<file path="src/rtl/writeback_queue.sv">
// Writeback queue: buffers retire requests in a DEPTH-entry FIFO and retires
// them in order, producing one-cycle pulses for PC load, register-file write
// and a generic done. Entries flagged with wselector[3] first offer their low
// data byte on a valid/ready out port and retire only once it is accepted.
//
// Ports:
//   clk, rst                 clock, synchronous active-high reset
//   in_valid / in_ready      request handshake (in_ready = !full)
//   wselector                bit3 out, bit2 pc update, bit1 reg write, bit0 fmode
//   pc, data, rd             request payload
//   done                     one-cycle retire pulse
//   pcenable / next_pc       one-cycle PC-load pulse and target
//   wenable / fmode / wreg / wdata
//                            one-cycle register write pulse, file select, address, data
//   out_valid / out_ready / out_data
//                            out byte handshake, out_data = data[7:0]
module writeback_queue #(
  parameter int unsigned XLEN  = 32,
  parameter int unsigned REGW  = 5,
  parameter int unsigned DEPTH = 4
) (
  input  logic            clk,
  input  logic            rst,
  input  logic            in_valid,
  output logic            in_ready,
  input  logic [3:0]      wselector,
  input  logic [XLEN-1:0] pc,
  input  logic [XLEN-1:0] data,
  input  logic [REGW-1:0] rd,
  output logic            done,
  output logic            pcenable,
  output logic [XLEN-1:0] next_pc,
  output logic            wenable,
  output logic            fmode,
  output logic [REGW-1:0] wreg,
  output logic [XLEN-1:0] wdata,
  output logic            out_valid,
  input  logic            out_ready,
  output logic [7:0]      out_data
);

  localparam int unsigned PtrW = (DEPTH > 1) ? $clog2(DEPTH) : 1;
  localparam int unsigned CntW = PtrW + 1;
  localparam logic [CntW-1:0] DepthCnt = CntW'(DEPTH);

  typedef enum logic [0:0] {
    StIssue,
    StOutWait
  } state_e;

  // FIFO storage
  logic [3:0]      wsel_mem [DEPTH];
  logic [XLEN-1:0] pc_mem   [DEPTH];
  logic [XLEN-1:0] data_mem [DEPTH];
  logic [REGW-1:0] rd_mem   [DEPTH];

  logic [PtrW-1:0] wr_ptr_q, wr_ptr_d;
  logic [PtrW-1:0] rd_ptr_q, rd_ptr_d;
  logic [CntW-1:0] count_q, count_d;

  state_e state_q, state_d;

  logic full, empty, push, pop, out_load;

  logic [3:0]      head_wsel;
  logic [XLEN-1:0] head_pc;
  logic [XLEN-1:0] head_data;
  logic [REGW-1:0] head_rd;

  logic            head_wr;

  logic            done_q, pcenable_q, wenable_q, fmode_q, out_valid_q;
  logic [XLEN-1:0] next_pc_q, wdata_q;
  logic [REGW-1:0] wreg_q;
  logic [7:0]      out_data_q;

  assign full     = (count_q == DepthCnt);
  assign empty    = (count_q == '0);
  assign in_ready = !full;
  // No bypass: a full queue refuses pushes even when it pops this cycle.
  assign push     = in_valid && !full;

  assign head_wsel = wsel_mem[rd_ptr_q];
  assign head_pc   = pc_mem[rd_ptr_q];
  assign head_data = data_mem[rd_ptr_q];
  assign head_rd   = rd_mem[rd_ptr_q];

  // Writes to integer x0 are suppressed; FP f0 is a real register.
  assign head_wr = head_wsel[1] && !((head_rd == '0) && !head_wsel[0]);

  // Issue FSM: decides pops and out-byte loads from the current head.
  always_comb begin
    state_d  = state_q;
    pop      = 1'b0;
    out_load = 1'b0;
    unique case (state_q)
      StIssue: begin
        if (!empty) begin
          if (head_wsel[3]) begin
            out_load = 1'b1;
            state_d  = StOutWait;
          end else begin
            pop = 1'b1;
          end
        end
      end
      StOutWait: begin
        if (out_ready) begin
          pop     = 1'b1;
          state_d = StIssue;
        end
      end
      default: state_d = StIssue;
    endcase
  end

  always_comb begin
    wr_ptr_d = wr_ptr_q;
    rd_ptr_d = rd_ptr_q;
    count_d  = count_q;
    if (push) begin
      wr_ptr_d = wr_ptr_q + 1'b1;
    end
    if (pop) begin
      rd_ptr_d = rd_ptr_q + 1'b1;
    end
    unique case ({push, pop})
      2'b10:   count_d = count_q + 1'b1;
      2'b01:   count_d = count_q - 1'b1;
      default: count_d = count_q;
    endcase
  end

  always_ff @(posedge clk) begin
    if (rst) begin
      state_q  <= StIssue;
      wr_ptr_q <= '0;
      rd_ptr_q <= '0;
      count_q  <= '0;
    end else begin
      state_q  <= state_d;
      wr_ptr_q <= wr_ptr_d;
      rd_ptr_q <= rd_ptr_d;
      count_q  <= count_d;
    end
  end

  // Storage needs no reset; occupancy is tracked by the pointers and count.
  always_ff @(posedge clk) begin
    if (!rst && push) begin
      wsel_mem[wr_ptr_q] <= wselector;
      pc_mem[wr_ptr_q]   <= pc;
      data_mem[wr_ptr_q] <= data;
      rd_mem[wr_ptr_q]   <= rd;
    end
  end

  // Registered retire outputs: pulses last one cycle, payloads hold.
  always_ff @(posedge clk) begin
    if (rst) begin
      done_q      <= 1'b0;
      pcenable_q  <= 1'b0;
      wenable_q   <= 1'b0;
      fmode_q     <= 1'b0;
      next_pc_q   <= '0;
      wreg_q      <= '0;
      wdata_q     <= '0;
      out_valid_q <= 1'b0;
      out_data_q  <= '0;
    end else begin
      done_q     <= pop;
      pcenable_q <= pop && head_wsel[2];
      wenable_q  <= pop && head_wr;
      if (pop && head_wsel[2]) begin
        next_pc_q <= head_pc;
      end
      if (pop && head_wr) begin
        fmode_q <= head_wsel[0];
        wreg_q  <= head_rd;
        wdata_q <= head_data;
      end
      if (out_load) begin
        out_valid_q <= 1'b1;
        out_data_q  <= head_data[7:0];
      end else if (pop) begin
        out_valid_q <= 1'b0;
      end
    end
  end

  assign done      = done_q;
  assign pcenable  = pcenable_q;
  assign next_pc   = next_pc_q;
  assign wenable   = wenable_q;
  assign fmode     = fmode_q;
  assign wreg      = wreg_q;
  assign wdata     = wdata_q;
  assign out_valid = out_valid_q;
  assign out_data  = out_data_q;

endmodule
</file>
<file path="config.mk">
export PLATFORM = sky130hd
export DESIGN_NAME = writeback_queue
export DESIGN_NICKNAME = d
export VERILOG_FILES = /design/src/rtl/writeback_queue.sv
export SDC_FILE = /design/constraint.sdc
export NUM_CORES = 1
export LEC_CHECK = 0
export BUFFER_PORTS_ARGS = -buffer_cell sky130_fd_sc_hd__buf_2
export CORE_UTILIZATION = 40
export CTS_CLUSTER_DIAMETER = 30
export DETAILED_ROUTE_END_ITERATION = 8
export GPL_TIMING_DRIVEN = 0
export SETUP_SLACK_MARGIN = 0.02
export SYNTH_ARGS = -nofsm -noshare
export SYNTH_HDL_FRONTEND = slang
export SYNTH_SLANG_ARGS = --single-unit
</file>
<file path="constraint.sdc">
create_clock -name clk -period 4.1 [get_ports clk]
set_input_delay 0.41 -clock clk [delete_from_list [all_inputs] [get_ports clk]]
set_output_delay 0.41 -clock clk [all_outputs]
set_load 0.02 [all_outputs]
</file>
==> results of run 1 <==
-- kinds of logic (layout without fill, tap and decap cells) --
logic type | Yosys count | after routing | share of synthesized area
DFF | 384 | 384 | 0.741
buffers and inverters | 56 | 366 | 0.0183
adders and majority gates | 6 | 6 | 0.00577
muxes | 121 | 121 | 0.148
AOI/OAI and AO/OA | 76 | 76 | 0.0283
xor gates and xnor gates | 4 | 4 | 0.00245
and+or+nand+nor | 143 | 143 | 0.0567
-- sequential cells by signal, summed over array words and instances (netlist names), named ones only --
| register | count |
|---|---|
| count_q | 3 |
| data_mem | 128 |
| done | 1 |
| fmode | 1 |
| next_pc | 32 |
| out_data | 8 |
| out_valid | 1 |
| pc_mem | 128 |
| pcenable | 1 |
| rd_mem | 20 |
| rd_ptr_q | 2 |
| state_q | 1 |
| wdata | 32 |
| wenable | 1 |
| wr_ptr_q | 2 |
| wreg | 5 |
| wsel_mem | 16 |
-- layout make-up --
class,count,area (µm²)
inverter,7,28.8
buffer,49,233
fill,2876,16300
clock buffer,100,2200
tap,455,569
timing repair buffer,162,901
sequential,384,10600
clock inverter,48,617
multi-input combinational,350,3460
-- synthesized netlist by cell type (all sizes together) --
library cell and n:
nor3 2, nand2 4, a21oi 38, or3 2, or3b 2, or2 1
buf 23, and2 4, mux2 1, fa 1, nand3 33, dfxtp 92
ha 5, xnor2 2, o31a 1, nor2 17, nand2b 75, o211ai 1
mux2i 48, clkbuf 26, or4 1, inv 7, mux4 72, o21ai 35
edfxtp 292, xor2 2, or2b 1, nand4b 1, o211a 1
-- per-layer routing --
layer / GRT usage / wire [µm] / part of all wire
met1: 0.214 / 13100 / 0.42
met2: 0.286 / 15000 / 0.49
met3: 0.0527 / 2080 / 0.068
met4: 0.0668 / 679 / 0.022
met5: 0 / 42 / 0.0014
-- critical path: stages, from the launching register on --
cell,delay (ns)
dfxtp_1,0.32
buf_6,0.14
mux4_2,0.51
o31a_1,0.37
buf_2,0.24
inv_4,0.15
buf_2,0.30
ha_1,0.24
inv_1,0.06
fa_1,0.37
xor2_1,0.16
or3_1,0.30
a21oi_1,0.14
-- path summary, 6_finish.rpt --
kind	slack [ns]	startpoint	cells past startpoint	to
setup / recovery	0.73	register	12	count_q[2]
hold / removal	0.05	pc[29]	1	pc_mem[3][29]
setup reg to reg	0.73	register	12	count_q[2]
hold reg to reg	0.46	out_valid	2	out_valid
-- stage by stage --
step / TNS (ns) / utilization / cells / setup slack (ns)
final: 0 / 0.534 / 1555 / 0.728
after global routing: 0 / 0.534 / 1555 / 0.510
after CTS: 0 / 0.534 / 1555 / 0.669
after detailed placement: 0 / 0.453 / 1407 / 0.677
after global placement: -283.67 / 0.449 / 1403 / -1.02
after floorplan: 0 / - / 790 / 0.997
-- power by group --
| part | total [mW] | leakage, nW | internal, mW | switching [mW] |
|---|---|---|---|---|
| Sequential | 4.80 | 3.40 | 4.63 | 0.173 |
| Clock | 6.61 | 1.36 | 4.61 | 1.99 |
| Combinational | 2.34 | 1.99 | 0.926 | 1.42 |
==> summary.txt, run 1 <==
DRT iter0 DRCs - 377
Most common cell after layout, fill and taps aside - edfxtp_1
Reported leakage power - 6.75 nW
HP Class - input port to register
Global-route wire length before repair - 47.2 mm
CP endpoint kind - register
Distinct cells, synth - 34
Root Driver - clkbuf_16
Area of the core region - 0.0349 mm²
Largest driver fanout on the critical path - 10
Final weighted congestion in routability-driven placement - 0.701
Post-route cell area - 0.0186 mm²
Gate count after technology mapping - 790
RSZ-0062 raised after global routing - false
Pin count of the biggest net entering global routing - 50
Peak supply drop - 725 µV
Share of the clock period used by the worst path after layout - 0.822
Routed vias - 7759
Effective utilization at floorplan - 0.411
Number of clock buffers inserted by TritonCTS - 79
Number of max-slew violations in the final report - 0
Global route overflow - 0
Buffers inserted during post-CTS setup optimization - 0
Clock skew after layout - 0.0263 ns
Yosys top cell area share - 0.612
Cell Area, Synth - 0.0143 mm²
Syn nets - 873
DRC errors left - 0
Worst endpoint data arrival time - 3.87 ns
Startpoint Class - register
Cell row count - 68
Outcome - complete, no violations
Pwr dens - 739 mW/mm²
Area grow syn2layout - 30.0%
Worst hold slack - 0.0538 ns
Maximum achievable frequency - 0.297 GHz
WL/cell - 19.8 µm
Clock latency reported for the late side of the worst-skew pair - 0.57 ns
Number of register bits inferred by synthesis - 384
Dominant cells by area after synthesis - edfxtp_1 61%, dfxtp_1 13%, mux4_2 11%, mux2i_1 3.4%, nand2b_1 3.3%
Number of warnings reported in the yosys synthesis log - 0
Area leader, netlist - edfxtp_1
Max-cap viol count - 0
Die extent in y - 191 µm
Net count, final - 1116
Critical path type - register to register
Vias/cell - 4.99
Share of layout cells above drive strength 1 - 0.345
Max Buffers Root-to-Sink - 3
Aggregate routed wire length - 30.8 mm
Die outline area - 0.0366 mm²
Port Buffers - 158
Number of antenna violations at the first check in global routing - 3
Hold buffer count at CTS - 0
Remaining max-slew budget at the tightest pin - 0.339
TritonCTS clock tree - yes
Final Critical Period - 3.37 ns
Total power - 13.8 mW
CTS resizes - 0
Seq/Total Area, Yosys - 0.741
HPWL Detailed - 18.9 mm
Vias in the first global route - 8316
Data required time of the worst path - 4.60 ns
Highest-count cells in the layout ignoring fill and taps - 292 x edfxtp_1, 164 x buf_2, 92 x dfxtp_1
Die outline width - 191 µm
Instance area after placement - 0.0158 mm²
Clk pin slew, worst setup/hold paths - 0.05 ns
Combined global-route utilization of all metal layers - 0.174
Actual slew at the worst max-slew pin - 0.991 ns
Depth of the CTS H-tree - 3
Number of clock sinks - 384
Number of nets with antenna violations after routing - 0
Number of antenna repair diodes - 0
Count of boundary I/O pins - 160
Setup Viol. Count Final - 0
Drt pass-1 iters - 6
Post-Syn Area per Cell - 18.1 µm²
Final-report hold violation count - 0
(Power assumes the default switching activity.)
==> run 2, diff against run 1 <==
==> constraint.sdc (replaced) <==
create_clock -name clk -period 3 [get_ports clk]
set_input_delay 0.3 -clock clk [delete_from_list [all_inputs] [get_ports clk]]
set_output_delay 0.3 -clock clk [all_outputs]
set_load 0.02 [all_outputs]
==> run 2 against run 1 <==
Effect of this change: first-iteration DRC count unchanged; sequential power increased by 37%; clock power increased by 35%; clock skew decreased by 0.0044 ns; wire length increased by 3.3%; cell count increased by 5.4%; die area unchanged; design area increased by 4.2%; utilization increased by 2.2 points; sequential cell count unchanged; register-to-register slack got worse by 0.58 ns; critical path depth unchanged; critical path type unchanged; critical endpoint unchanged; largest cell class unchanged.
==> summary.txt, run 2 (synthesis gave the netlist of run 1 again) <==
Reported leakage power - 7.05 nW (+4.5%)
Count of boundary I/O pins - 160 (unchanged)
Setup Viol. Count Final - 0 (unchanged)
Vias/cell - 4.90 (-1.8%)
Clk pin slew, worst setup/hold paths - 0.05 ns (about the same)
Die extent in y - 191 µm (unchanged)
WL/cell - 19.4 µm (-2.0%)
Drt pass-1 iters - 6 (unchanged)
Total power - 18.9 mW (+37%)
Net count, final - 1197 (+7.3%)
TritonCTS clock tree - yes
Area of the core region - 0.0349 mm² (unchanged)
HPWL Detailed - 19.1 mm (+1.3%)
Final Critical Period - 2.85 ns (-0.520 ns)
Pin count of the biggest net entering global routing - 53 (+6.0%)
Aggregate routed wire length - 31.8 mm (+3.3%)
Peak supply drop - 554 µV (-24%)
Share of layout cells above drive strength 1 - 0.342 (-0.00395)
Number of clock buffers inserted by TritonCTS - 81 (+2.5%)
Area grow syn2layout - 35.5%
Critical path type - register to register
Port Buffers - 158 (unchanged)
Number of max-slew violations in the final report - 0 (unchanged)
Highest-count cells in the layout ignoring fill and taps - 292 x edfxtp_1, 162 x buf_2, 92 x dfxtp_1
Combined global-route utilization of all metal layers - 0.181 (+0.00722)
Number of nets with antenna violations after routing - 0 (unchanged)
Registers with the most flip-flops - data_mem x128, pc_mem x128
Max Buffers Root-to-Sink - 3 (unchanged)
Worst endpoint data arrival time - 3.35 ns (-0.52 ns)
Worst Min Path Start - rst
Die outline area - 0.0366 mm² (unchanged)
Capture endpoint of the worst hold path - wdata[15]
DRT iter0 DRCs - 377 (unchanged)
Global route overflow - 0 (unchanged)
Worst hold slack - 0.235 ns (+0.181 ns)
Remaining max-slew budget at the tightest pin - 0.328 (-0.0116)
Actual slew at the worst max-slew pin - 1.01 ns (+0.0173 ns)
Flop2flop setup slack - 0.15 ns (-0.58 ns)
Clock skew after layout - 0.0219 ns (-0.00444 ns)
Pwr dens - 974 mW/mm² (+32%)
Depth of the CTS H-tree - 3 (unchanged)
Effective utilization at floorplan - 0.411 (unchanged)
RSZ-0062 raised after global routing - true
Die outline width - 191 µm (unchanged)
Share of the clock period used by the worst path after layout - 0.950 (+0.128)
HP Class - input port to register
Data required time of the worst path - 3.50 ns (-1.10 ns)
R2R Path End - count_q[2]
Hold Path Depth - 3 (+2)
Vias in the first global route - 8871 (+6.7%)
CP endpoint kind - register
Startpoint Class - register
Clock latency reported for the late side of the worst-skew pair - 0.58 ns (about the same)
Maximum achievable frequency - 0.351 GHz (+18%)
Global-route wire length before repair - 49.1 mm (+3.9%)
Routed vias - 8030 (+3.5%)
Most common cell after layout, fill and taps aside - edfxtp_1
Total placed cells including tap cells - 1407 (unchanged)
Outcome - complete, no violations
Largest driver fanout on the critical path - 9 (-1)
Number of antenna violations at the first check in global routing - 2 (-1)
Final weighted congestion in routability-driven placement - 0.691 (-1.4%)
DRC errors left - 0 (unchanged)
Cell row count - 68 (unchanged)
Max-cap viol count - 0 (unchanged)
Path depth of the worst reg2reg path - 12 (unchanged)
Number of clock sinks - 384 (unchanged)
Final cell count without fillers - 1639 (+5.4%)
Root Driver - clkbuf_16
Final-report hold violation count - 0 (unchanged)
run 2: cell types whose count changed in the layout (fill, tap and decap cells not counted), moves of 2 or more:
cell / previous run / this run
inv_6: 5 / 13
clkbuf_16: 84 / 81
clkinv_1: 10 / 3
clkbuf_8: 4 / 2
bufinv_16: 13 / 11
dlygate4sd3_1: 0 / 75
clkinvlp_4: 6 / 17
buf_2: 164 / 162
clkbuf_1: 38 / 31
clkinv_2: 8 / 12
buf_4: 0 / 4
run 2: metal layers:
metal | GRT usage | routed length, µm | vias to the layer above
met5 | 0 | 13 | -
met4 | 0.0711 | 710 | 2
met3 | 0.0494 | 1870 | 60
met2 | 0.300 | 15400 | 214
met1 | 0.224 | 13800 | 3990
li1 | - | - | 3764
run 2: cell type report:
class | instances | area, µm²
Antenna cell | 1 | 2.50
Buffer | 49 | 250
Clock buffer | 89 | 2080
Clock inverter | 63 | 719
Fill cell | 2813 | 15500
Inverter | 7 | 33.8
Multi-Input combinational cell | 350 | 3460
Sequential cell | 384 | 10600
Tap cell | 455 | 569
Timing Repair Buffer | 241 | 1670
run 2: timing repair:
action                                 4_1_cts  5_1_grt
gates resized for setup                      8        3
pin swaps                                    1        2
setup buffers                                4        0
endpoints found under the hold margin      294        0
hold buffers                                75        0
setup endpoints to repair                    2        5
run 2: worst max-delay path, stage by stage, from the launching register on:
cell,delay [ns]
dfxtp_1,0.32
buf_6,0.10
mux4_2,0.50
o31a_1,0.34
buf_6,0.15
inv_8,0.08
buf_8,0.11
ha_2,0.17
inv_1,0.05
fa_2,0.33
xor2_1,0.16
or3_1,0.31
a21oi_1,0.14
run 2: stage by stage:
step	setup WS, ns	instance area [µm²]	TNS (ns)	utilization
6_report	0.149	19400	0	0.556
5_1_grt	0.0120	19400	0	0.556
4_1_cts	0.0673	19400	0	0.556
3_5_place_dp	-0.399	15800	-0.558	0.453
3_3_place_gp	-0.453	15700	-125.35	0.450
2_1_floorplan	0.0895	14300	0	-
run 2: worst max path at each step:
stage	startpoint	to	slack, ns
after floorplan	register	count_q[2]	0.09
after global placement	rst	pc_mem[0][21]	-0.45
after detailed placement	register	count_q[2]	-0.40
after CTS	register	count_q[2]	0.07
after global routing	register	count_q[2]	0.01
final	register	count_q[2]	0.15
run 2: where the power goes:
group,switching [mW],internal (mW),leakage [nW]
combinational,2.00,1.40,2.33
clock,2.94,6.00,1.32
sequential,0.232,6.32,3.40
==> run 3, diff against run 2 <==
--- a/config.mk
+++ b/config.mk
@@ -10,6 +10,7 @@
 export CTS_CLUSTER_DIAMETER = 30
 export DETAILED_ROUTE_END_ITERATION = 8
 export GPL_TIMING_DRIVEN = 0
+export REMOVE_ABC_BUFFERS = 1
 export SETUP_SLACK_MARGIN = 0.02
 export SYNTH_ARGS = -nofsm -noshare
 export SYNTH_HDL_FRONTEND = slang
==> run 3 against run 2 <==
Effect of this change: hold slack improved by 0.0022 ns; clock skew up 0.00094 ns; sequential power is 0.6% higher; combinational power is 4% higher; maximum frequency rose by 1.5%; first-iteration DRC count increased by 14%; clock-buffer cell count up 12; sequential share of layout area shrank 0.64 points; global-route usage is essentially flat; critical path type unchanged.
==> summary.txt, run 3 (synthesis gave the netlist of run 1 again) <==
Vias/cell - 5.01 (+2.3%)
Aggregate routed wire length - 31.4 mm (-1.3%)
Remaining max-slew budget at the tightest pin - 0.386 (+0.0577)
Port Buffers - 159 (+0.63%)
Setup Viol. Count Final - 0 (unchanged)
Worst setup timing slack at the placement stage - -0.727 ns (-0.328 ns)
Area of the core region - 0.0349 mm² (unchanged)
Number of max-slew violations in the final report - 0 (unchanged)
Final Critical Period - 2.81 ns (-0.0419 ns)
Depth of the CTS H-tree - 3 (unchanged)
Final cell count without fillers - 1614 (-1.5%)
Most common cell after layout, fill and taps aside - edfxtp_1
Final weighted congestion in routability-driven placement - 0.696 (+0.83%)
Net count, final - 1169 (-2.3%)
Peak supply drop - 519 µV (-6.3%)
Number of antenna violations at the first check in global routing - 1 (-1)
Pin count of the biggest net entering global routing - 70 (+32%)
Root Driver - clkbuf_16
Combined global-route utilization of all metal layers - 0.181 (about the same)
Share of the clock period used by the worst path after layout - 0.937 (-0.0140)
Total power - 19.4 mW (+2.9%)
Combined area of the multi-input logic cells - 0.00350 mm² (+1.1%)
Hold Path Depth - 2 (-1)
WL/cell - 19.5 µm (+0.25%)
Post-route cell area - 0.0196 mm² (+1.3%)
Registers with the most flip-flops - data_mem x128, pc_mem x128
CP endpoint kind - register
Final core occ - 0.563 (+0.00710)
Share of layout cells above drive strength 1 - 0.360 (+0.0186)
HP Class - input port to register
Actual slew at the worst max-slew pin - 0.921 ns (-0.0866 ns)
Clock skew after layout - 0.0228 ns (+0.000942 ns)
Effective utilization at floorplan - 0.411 (unchanged)
Critical path type - register to register
Outcome - complete, no violations
Clk pin slew, worst setup/hold paths - 0.04 ns (about the same)
Worst hold slack - 0.237 ns (+0.00222 ns)
Number of clock sinks - 384 (unchanged)
Largest driver fanout on the critical path - 7 (-2)
Vias in the first global route - 8649 (-2.5%)
Die outline width - 191 µm (unchanged)
Die extent in y - 191 µm (unchanged)
Number of inserted filler cells in the final layout - 2798 (-0.53%)
Data required time of the worst path - 3.50 ns (about the same)
Final-report hold violation count - 0 (unchanged)
Cell row count - 68 (unchanged)
Path depth of the worst reg2reg path - 9 (-3)
Die outline area - 0.0366 mm² (unchanged)
HPWL Detailed - 16.8 mm (-12%)
Startpoint Class - register
Count of boundary I/O pins - 160 (unchanged)
Max-cap viol count - 0 (unchanged)
Routed vias - 8090 (+0.75%)
Instance area after placement - 0.0158 mm² (-0.21%)
Final critical-path setup slack - 0.190 ns (+0.0419 ns)
Highest-count cells in the layout ignoring fill and taps - 292 x edfxtp_1, 158 x buf_2, 88 x dfxtp_1
Clock latency reported for the late side of the worst-skew pair - 0.59 ns (about the same)
Global-route wire length before repair - 49.0 mm (-0.18%)
Pwr dens - 990 mW/mm² (+1.6%)
DRT iter0 DRCs - 430 (+14%)
Drt pass-1 iters - 5 (-1)
DRC errors left - 0 (unchanged)
Maximum achievable frequency - 0.356 GHz (+1.5%)
Total negative slack for setup checks - 0 ns (unchanged)
TritonCTS clock tree - yes
Register area - 0.0106 mm² (about the same)
RSZ-0062 raised after global routing - false
Total placed cells including tap cells - 1366 (-2.9%)
Worst endpoint data arrival time - 3.31 ns (-0.04 ns)
Area grow syn2layout - 37.2%
Number of nets with antenna violations after routing - 0 (unchanged)
Reported leakage power - 7.20 nW (+2.0%)
Number of clock buffers inserted by TritonCTS - 86 (+6.2%)
Global route overflow - 0 (unchanged)
Max Buffers Root-to-Sink - 3 (unchanged)
-- run 3: layout make-up --
cell class,count,area share
Antenna cell,1,0.000127
Timing Repair inverter,1,0.000446
Clock inverter,59,0.0345
Sequential cell,384,0.541
Multi-Input combinational cell,351,0.178
Timing Repair Buffer,255,0.0991
Tap cell,455,0.0290
Inverter,7,0.00217
Clock buffer,101,0.116
-- run 3: what timing repair did --
action                                  4_1_cts  5_1_grt
resized for setup                             7        0
gates cloned                                  3        0
hold endpoints to repair                    294        0
setup buffers                                 3        6
endpoints found under the setup margin       42       10
hold buffers                                 75        0
pin swaps                                     1        2
-- run 3: per-layer routing --
metal / share of wire / global-route usage / vias to the layer above
li1: - / - / 3714
met1: 0.44 / 0.232 / 4095
met2: 0.48 / 0.295 / 222
met3: 0.055 / 0.0505 / 59
met4: 0.020 / 0.0623 / 0
met5: 0 / 0 / -
-- run 3: critical path: stages, from the launching register on --
cell and delay (ns):
dfxtp_4 0.41, mux4_2 0.54, o31a_4 0.46, inv_16 0.10
ha_1 0.18, inv_1 0.06, fa_1 0.37, xor2_1 0.16
or3_1 0.31, a21oi_1 0.14
-- run 3: worst paths after layout --
kind	start	end	slack, ns
max	register	count_q[2]	0.19
min	rst	wenable	0.24
max reg2reg	register	count_q[2]	0.19
min reg2reg	out_valid	out_valid	0.45
-- run 3: report_power, final --
| part | switching, mW | total (mW) | internal [mW] | leakage [nW] |
|---|---|---|---|---|
| registers | 0.271 | 6.60 | 6.33 | 3.40 |
| logic | 2.05 | 3.53 | 1.49 | 2.37 |
| clock network | 3.04 | 9.32 | 6.27 | 1.42 |
